$ cat src/rtl/icache_refill_ctrl_pkg.sv
// Shared types and derived constants for the L1 I-cache refill controller.
// Optional next-line prefetch is enabled by defining ICACHE_NEXTLINE_PF_EN.
package icache_refill_ctrl_pkg;

    typedef enum logic [2:0] {
        ST_IDLE,
        ST_REQ,
        ST_DATA,
        ST_WRITE,
        ST_HOLD
    } state_t;

    localparam int unsigned REFILL_CNT_W = 16;

    localparam int unsigned DEF_BLOCK_W = 256;
    localparam int unsigned DEF_BEAT_W  = 64;
    localparam int unsigned BEATS       = DEF_BLOCK_W / DEF_BEAT_W;
    localparam int unsigned LINE_OFF_W  = $clog2(DEF_BLOCK_W / 8);

    function automatic int unsigned calc_beats(input int unsigned block_w, input int unsigned beat_w);
        return block_w / beat_w;
    endfunction

    function automatic int unsigned calc_off_w(input int unsigned block_w);
        return $clog2(block_w / 8);
    endfunction

endpackage

$ cat src/rtl/icache_line_assembler.sv
// Beat counter plus line register: beat k of a refill lands in line[k*BEAT_W +: BEAT_W].
module icache_line_assembler
    import icache_refill_ctrl_pkg::*;
#(
    parameter int unsigned BLOCK_W = 256,
    parameter int unsigned BEAT_W  = 64
) (
    input  logic               clk,
    input  logic               reset,
    input  logic               i_clear,
    input  logic               i_beat_valid,
    input  logic [BEAT_W-1:0]  i_beat_data,
    output logic               o_last_beat,
    output logic [BLOCK_W-1:0] o_line
);

    localparam int unsigned NBEATS = calc_beats(BLOCK_W, BEAT_W);
    localparam int unsigned CNT_W  = (NBEATS > 1) ? $clog2(NBEATS) : 1;
    localparam logic [CNT_W-1:0] LAST_IDX = CNT_W'(NBEATS - 1);

    logic [CNT_W-1:0]   r_cnt;
    logic [BLOCK_W-1:0] r_line;

    assign o_last_beat = i_beat_valid && (r_cnt == LAST_IDX);
    assign o_line      = r_line;

    always_ff @(posedge clk or negedge reset) begin
        if (!reset) begin
            r_cnt  <= '0;
            r_line <= '0;
        end else if (i_clear) begin
            r_cnt <= '0;
        end else if (i_beat_valid) begin
            r_line[int'(r_cnt) * BEAT_W +: BEAT_W] <= i_beat_data;
            r_cnt <= (r_cnt == LAST_IDX) ? '0 : r_cnt + 1'b1;
        end
    end

endmodule

$ cat src/rtl/icache_refill_ctrl.sv
// L1 I-cache miss handler: one outstanding line refill over request/grant + beat interface.
// Define ICACHE_NEXTLINE_PF_EN to add a single next-line prefetch after each demand refill.
module icache_refill_ctrl
    import icache_refill_ctrl_pkg::*;
#(
    parameter int unsigned ADDR_W  = 32,
    parameter int unsigned BLOCK_W = 256,
    parameter int unsigned BEAT_W  = 64
) (
    input  logic                    clk,
    input  logic                    reset,
    input  logic                    miss_i,
    input  logic [ADDR_W-1:0]       missAddr_i,
    input  logic                    flush_i,
    output logic                    memReq_o,
    output logic [ADDR_W-1:0]       memAddr_o,
    input  logic                    memGnt_i,
    input  logic                    memRdValid_i,
    input  logic [BEAT_W-1:0]       memRdData_i,
    output logic                    wrEnable_o,
    output logic [ADDR_W-1:0]       wrAddr_o,
    output logic [BLOCK_W-1:0]      instBlock_o,
    output logic                    busy_o,
    output logic [REFILL_CNT_W-1:0] refillCount_o
);

    localparam int unsigned OFF_W = calc_off_w(BLOCK_W);
    localparam logic [ADDR_W-1:0] LINE_MASK  = {ADDR_W{1'b1}} << OFF_W;
    localparam logic [ADDR_W-1:0] LINE_BYTES = ADDR_W'(BLOCK_W / 8);

    state_t                  r_state;
    state_t                  w_next;
    logic [ADDR_W-1:0]       r_addr;
    logic                    r_mem_req;
    logic                    r_wr_en;
    logic                    r_busy;
    logic [REFILL_CNT_W-1:0] r_refill_cnt;
    logic                    w_capture;
    logic                    w_beat_valid;
    logic                    w_last_beat;
    logic [BLOCK_W-1:0]      w_line;
`ifdef ICACHE_NEXTLINE_PF_EN
    logic                    r_pf_armed;
    logic                    r_is_pf;
    logic                    w_pf_launch;
`endif

    assign w_capture    = (r_state == ST_IDLE) && miss_i;
    assign w_beat_valid = (r_state == ST_DATA) && memRdValid_i;

    icache_line_assembler #(
        .BLOCK_W (BLOCK_W),
        .BEAT_W  (BEAT_W)
    ) u_asm (
        .clk          (clk),
        .reset        (reset),
        .i_clear      (w_capture),
        .i_beat_valid (w_beat_valid),
        .i_beat_data  (memRdData_i),
        .o_last_beat  (w_last_beat),
        .o_line       (w_line)
    );

    always_ff @(posedge clk or negedge reset) begin
        if (!reset) r_state <= ST_IDLE;
        else        r_state <= w_next;
    end

    always_comb begin
        w_next = r_state;
`ifdef ICACHE_NEXTLINE_PF_EN
        w_pf_launch = 1'b0;
`endif
        case (r_state)
            ST_IDLE:  if (miss_i) w_next = ST_REQ;
            ST_REQ: begin
                if (memGnt_i) begin
                    w_next = ST_DATA;
`ifdef ICACHE_NEXTLINE_PF_EN
                end else if (flush_i && !r_is_pf) begin
`else
                end else if (flush_i) begin
`endif
                    w_next = ST_IDLE;
                end
            end
            ST_DATA:  if (w_last_beat) w_next = ST_WRITE;
            ST_WRITE: w_next = ST_HOLD;
            ST_HOLD: begin
`ifdef ICACHE_NEXTLINE_PF_EN
                if (r_pf_armed) begin
                    w_next      = ST_REQ;
                    w_pf_launch = 1'b1;
                end else begin
                    w_next = ST_IDLE;
                end
`else
                w_next = ST_IDLE;
`endif
            end
            default:  w_next = ST_IDLE;
        endcase
    end

    // Output strobes are registered from the next state so they line up with r_state.
    always_ff @(posedge clk or negedge reset) begin
        if (!reset) begin
            r_addr       <= '0;
            r_mem_req    <= 1'b0;
            r_wr_en      <= 1'b0;
            r_busy       <= 1'b0;
            r_refill_cnt <= '0;
`ifdef ICACHE_NEXTLINE_PF_EN
            r_pf_armed   <= 1'b0;
            r_is_pf      <= 1'b0;
`endif
        end else begin
            r_mem_req <= (w_next == ST_REQ);
            r_wr_en   <= (w_next == ST_WRITE);
            r_busy    <= (w_next != ST_IDLE);
            if (w_capture) r_addr <= missAddr_i & LINE_MASK;
            if ((r_state == ST_WRITE) && (r_refill_cnt != '1))
                r_refill_cnt <= r_refill_cnt + 1'b1;
`ifdef ICACHE_NEXTLINE_PF_EN
            if (w_capture) r_is_pf <= 1'b0;
            if ((r_state == ST_WRITE) && !r_is_pf) r_pf_armed <= 1'b1;
            if (w_pf_launch) begin
                r_addr     <= r_addr + LINE_BYTES;
                r_pf_armed <= 1'b0;
                r_is_pf    <= 1'b1;
            end
`endif
        end
    end

    assign memReq_o      = r_mem_req;
    assign memAddr_o     = r_addr;
    assign wrEnable_o    = r_wr_en;
    assign wrAddr_o      = r_addr;
    assign instBlock_o   = w_line;
    assign busy_o        = r_busy;
    assign refillCount_o = r_refill_cnt;

endmodule

$ cat config.mk
export PLATFORM = sky130hd
export DESIGN_NAME = icache_refill_ctrl
export DESIGN_NICKNAME = d
export VERILOG_FILES = /design/src/rtl/icache_refill_ctrl_pkg.sv /design/src/rtl/icache_line_assembler.sv /design/src/rtl/icache_refill_ctrl.sv
export SDC_FILE = /design/constraint.sdc
export NUM_CORES = 1
export LEC_CHECK = 0
export CORE_AREA = 4 4 168 170
export DETAILED_ROUTE_END_ITERATION = 7
export DIE_AREA = 0 0 172 174
export PLACE_DENSITY = 0.81
export SLEW_MARGIN = 20
export SYNTH_ARGS = -nofsm -noshare
export SYNTH_HDL_FRONTEND = slang
export SYNTH_HIERARCHICAL = 1
export SYNTH_SLANG_ARGS = --single-unit
export TNS_END_PERCENT = 10
$ cat constraint.sdc
create_clock -name clk -period 4.35 [get_ports clk]
set_input_delay 0.6525 -clock clk [delete_from_list [all_inputs] [get_ports clk]]
set_output_delay 0.6525 -clock clk [all_outputs]
set_load 0.01 [all_outputs]
**Word-level counts from Yosys, hierarchy flattened**

Cells that the tools add are included.

- Word-level logic and storage cells: 38
- Input bits: 102
- Register bits after elaboration: 307
- Output and inout port bits: 339

- $add $sub $neg: 3
- Bitwise operators: 1
- Reductions and logical operators: 8
- Multiplexer cells: 9
- Eq/ne operators: 7
- Shift-type cells: 2

Operators by type and width:

| kind | number |
|---|---|
| $bwmux 256 | 1 |
| $shift 64x34->256 const A | 1 |
| $shiftx 64x34->256 | 1 |
| $neg 8->34 | 1 |
| $add 16x1->16 const B | 1 |
| $ne 16x16->1 const B | 1 |
| $mux 3 | 4 |
| $pmux 3 s4 | 1 |
| $eq 3x2->1 const B | 3 |
| $eq 3x1->1 const B | 2 |
| $mux 2 | 3 |
| $logic_and 1x1->1 | 4 |
| $logic_not 3->1 | 1 |
| $reduce_bool 3->1 | 1 |
| $add 2x1->2 const B | 1 |
| $eq 2x2->1 const B | 1 |
| $reduce_and 2->1 | 1 |
| $reduce_bool 2->1 | 1 |
| $not 1->1 | 1 |

**Logic depth before layout (Yosys ltp)**

- Depth after elaboration: 6
- Mapped depth: 10
- Mapped depth without buffers: 5

**Cells and area by module**

Netlist, hierarchy kept.

Modules (own cells, without submodules):

| module | area an instance (um^2) | cells an instance | sequential area each (um^2) | instances |
|---|---|---|---|---|
| icache_line_assembler | 9587.9 | 732 | 6456.2 | 1 |
| icache_refill_ctrl | 2397.3 | 187 | 1226.2 | 1 |

**Worst setup path before layout**

No wires, ideal clock.

- Kind: input to register
- Start: input port miss_i
- End: register u_asm.r_line[132] (netlist: u_asm/o_line[132])
- Data required time: 4.229 ns
- Data arrival time: 2.009 ns
- Slack: 2.220 ns
- Stages: 8
- Path buffers: 4
- Library setup time: 0.121 ns
- Path through: nor4b_2 -> buf_4 -> buf_6 -> and4bb_4 -> and4bb_1 -> buf_6 -> buf_12 -> a22o_1

- Cells in the longest elaborated chain, start to end: 3

Ends and longest elaborated chain:

| element | RTL line | text |
|---|---|---|
| from (decl) | icache_refill_ctrl.sv:12 | `input logic miss_i,` |
| $logic_and 1x1->1 | icache_refill_ctrl.sv:48 | `assign w_capture = (r_state == ST_IDLE) && miss_i;` |
| named net w_capture | icache_refill_ctrl.sv:38 | `logic w_capture;` |
| $not 1->1 (no line) | -- |  |
| $reduce_and 2->1 (no line) | -- |  |
| to (signal, indexed assignment) | icache_line_assembler.sv:34 | `r_line[int'(r_cnt) * BEAT_W +: BEAT_W] <= i_beat_data;` |
| to (decl) | icache_line_assembler.sv:22 | `logic [BLOCK_W-1:0] r_line;` |

The timed path passes the listed nets, and every way through them passes these cells.
A chain may end at the register's enable or synchronous reset.

**Worst setup path after layout**

- Start: register u_asm.r_cnt[0]
- End: register u_asm.r_line[142] (netlist: u_asm/o_line[142])

- Cells in the longest elaborated chain, start to end: 3
- Elaborated cells on any way between the ends: 4
- Those cells by class: add/sub: 1; shift: 2; mux: 1

Ends and longest elaborated chain:

| element | RTL line | text |
|---|---|---|
| from (decl) | icache_line_assembler.sv:21 | `logic [CNT_W-1:0] r_cnt;` |
| from (signal assigned) | icache_line_assembler.sv:35 | `r_cnt <= (r_cnt == LAST_IDX) ? '0 : r_cnt + 1'b1;` |
| $neg 8->34 (*) | icache_line_assembler.sv:34 |  |
| $shiftx 64x34->256 or $shift 64x34->256 (tied branches) | icache_line_assembler.sv:34 |  |
| $bwmux 256 (*) | icache_line_assembler.sv:34 |  |

Mark *: on every way between the ends. The rest lies on a longest branch, timed or not.

==> key figures <==
Hold path
  • Min-delay worst type: flip-flop to flip-flop
  • Hold Crit Start: u_asm/o_line[53]
  • Hold Path End: u_asm/o_line[53]
  • Hold path depth: 2

Layout
  • Footprint of the multi-input gates: 3590 um^2
  • Filler instances: 1982
  • Final instance area: 17140 um^2
  • FF/Latch Area: 7682 um^2
  • P&R area growth vs syn: 43.00%
  • Fin cells: 1669
  • Nets: 1413
  • Layout cells sized above 1: 0.08886
  • ANT cells: 0

CTS
  • CTS Buf Count: 31
  • Clock Pin Slew Worst Setup and Hold Paths: 60 ps
  • Clk Latency, worst-skew pair: 540 ps
  • CTS HTree Levels: 1
  • PostCTS Resize Cnt: 0
  • Clk sink count: 307
  • Root Buffer: clkbuf_16
  • Longest Clk Path Bufs: 3
  • CTS tree: done

Synthesis
  • Post-synthesis mux area share: 0.03007
  • Post-Synth XOR/XNOR Area: 0.008038
  • Syn. warnings: 6
  • Top-area cell type share of the netlist area: 0.6410
  • Count of cell types in the netlist: 52
  • Post-synthesis sequential element count: 307
  • Top-count cell post-synth: dfrtp_1
  • Cell area after synthesis: 11990 um^2
  • Simple-Gate Fraction of Synth Area: 0.07955
  • Sequential area share after synthesis: 0.6410
  • Number of flops mapped to enable cells by yosys: 0
  • Synth area leader: dfrtp_1
  • Mean post-synth cell area: 13.04 um^2
  • Dominant cells by area after synthesis: dfrtp_1 (64%), a22o_1 (14%), nand2_1 (4.3%)
  • Cells after Synth: 919
  • Main combinational cell family by area after synthesis: compound AO/OA/AOI/OAI gates
  • Compound-cell area share of the yosys netlist: 0.1709
  • Adder-cell share of the synthesized area: 0.006264
  • Ys flop type: dfrtp_1
  • Asr flop ratio synth: 1.000
  • Top post-synthesis cells by count: dfrtp_1 (307), a22o_1 (190), nand2_1 (137)

Worst setup path
  • Worst Reg-to-Reg Cells: 6
  • Critical Path Start Type: flip-flop
  • Worst EP required: 4820 ps
  • Worst EP arrival: 3200 ps
  • Reg2reg setup slack: 1620 ps
  • Worst flop-to-flop path endpoint: u_asm/o_line[142]
  • CP endpoint kind: flip-flop
  • Critical path fanouts, max: 23
  • Crit Path Class: flip-flop to flip-flop
  • Worst r2r src: u_asm/r_cnt[0]

STA
  • Peak Freq: 366.5 MHz
  • RSZ-0062 raised after global routing: no
  • Final setup fails: 0
  • Worst-Margin Slew: 929.9 ps
  • Max Slew Vio Count: 0
  • Final min period: 2729 ps
  • Final Cycle Share: 0.6273
  • Skew final: 15.53 ps
  • Final Hold Fails: 0
  • Final setup margin: 1621 ps
  • Worst slew margin: 0.3779
  • Setup total negative slack: 0 ps

Floorplanning
  • IO Count: 441
  • Initial Util: 0.4485
  • Die height: 174 um
  • Die width: 172 um
  • Row cnt: 60
  • Core ar.: 26730 um^2
  • Die area: 29930 um^2

Drt
  • DRC violations left: 0
  • Via count: 9224
  • Vias/cell: 5.527
  • Routed Wire Length: 37460 um
  • DR WL/cell: 22.44 um
  • ANT nets after route: 0
  • Starting DRT DRC Count: 710
  • TritonRoute pass-1 iters: 5

Placed design
  • Port Buffers: 425
  • GPL Wtd Cong: 0.8357
  • DP Area: 16150 um^2
  • Post-DP HPWL: 25400 um
  • Pre-CTS setup slack: 1147 ps
  • Inst Count DP: 1611

Global route
  • Overflow after GRT: 0
  • Vias in the first global route: 9688
  • Global-route wire length before repair: 57190 um
  • Largest net degree at the start of global routing: 131
  • Global Route Usage Sum: 0.2400
  • Initial antenna violation count: 0

Flow run
  • Max-cap viol count: 0

Pwr
  • Peak VDD IR: 0.3851 mV
  • Pwr/cell area: 517.8 nW/um^2
  • Pleak: 7.767 nW

Status
  • Status: completed
-- metrics by stage --
stage	hold slack, ps	total power [mW]	util
global placement	464.0	6.364	0.6044
CTS	263.6	8.953	0.6399
global route	502.2	9.332	0.6413
floorplan	356.9	4.991	-
detailed placement	470.6	6.443	0.6044
finish	480.0	8.875	0.6413
-- kinds of logic (layout without fill, tap and decap cells) --
| kind of cell | after synthesis | in the layout |
|---|---|---|
| fa+ha+maj | 6 | 6 |
| simple gates | 189 | 189 |
| other cells | 1 | 10 |
| buf+inv | 108 | 508 |
| mux | 32 | 32 |
| xor+xnor | 11 | 11 |
| compound gates | 265 | 265 |
| flops | 307 | 307 |
-- layout by cell type (no fill, tap or decap), types with 4 or more instances in the layout --
cell,instances
clkdlybuf4s50_1,424
dfrtp_1,307
a22o_1,190
nand2_1,136
o21ai_0,35
o21ai_1,34
clkbuf_16,31
mux2_2,27
buf_4,18
conb_1,10
clkbuf_1,9
clkinv_2,7
nor2_1,6
nor3_1,6
xor2_1,6
ha_1,6
clkbuf_8,6
nand3_1,5
xnor2_1,5
inv_1,4
-- worst max-delay path, stage by stage, from the launching register on --
cell      delay, ps
dfrtp_1         510
inv_1           140
ha_1            410
and4bb_4        260
and4bb_2        670
buf_4           450
a22o_1          200
-- area by class of cell --
type,instances,share of cell area
Inverter,5,0.001095
Tap cell,341,0.02489
Clock inverter,10,0.003358
Timing Repair Buffer,447,0.2609
Sequential cell,307,0.4482
Multi-Input combinational cell,513,0.2094
Clock buffer,46,0.05205
-- routing by layer --
layer  part of all wire  track usage  up-vias  wire, um
met5                  0            0        -         0
met4              0.044      0.09302        0      1643
met3              0.087      0.05185      103      3241
met2               0.48       0.3961      489     17890
met1               0.39       0.3095     4586     14680
li1                   -            -     4046         -
-- report_power, final --
group,internal (mW),switching [mW],total (mW),leakage (nW)
Sequential,3.29,0.313,3.60,4.16
Combinational,1.41,1.38,2.79,3.15
Clock,1.41,1.07,2.48,0.464
-- repair_timing --
item	4_1_cts	5_1_grt
endpoints found under the hold margin	0	30
setup buffers	0	0
hold buffers	0	1
-- sequential cells by signal, indices dropped and copies added (netlist names) --
| signal | cells |
|---|---|
| memReq_o | 1 |
| r_state | 3 |
| refillCount_o | 16 |
| u_asm/r_cnt | 2 |
| wrEnable_o | 1 |
| u_asm/o_line | 256 |
| memAddr_o | 27 |
| busy_o | 1 |
-- worst max-delay path by stage --
| stage | depth (start not counted) | endpoint | slack [ps] | start |
|---|---|---|---|---|
| after global placement | 7 | u_asm/o_line[140] | 1200 | memRdValid_i |
| final | 6 | u_asm/o_line[142] | 1620 | u_asm/r_cnt[0] |
| after CTS | 6 | u_asm/o_line[156] | 1620 | u_asm/r_cnt[0] |
| after detailed placement | 6 | u_asm/o_line[182] | 1150 | miss_i |
| after floorplan | 8 | u_asm/o_line[132] | 2220 | miss_i |
| after global routing | 6 | u_asm/o_line[142] | 1490 | u_asm/r_cnt[0] |
(Power assumes the default switching activity.)
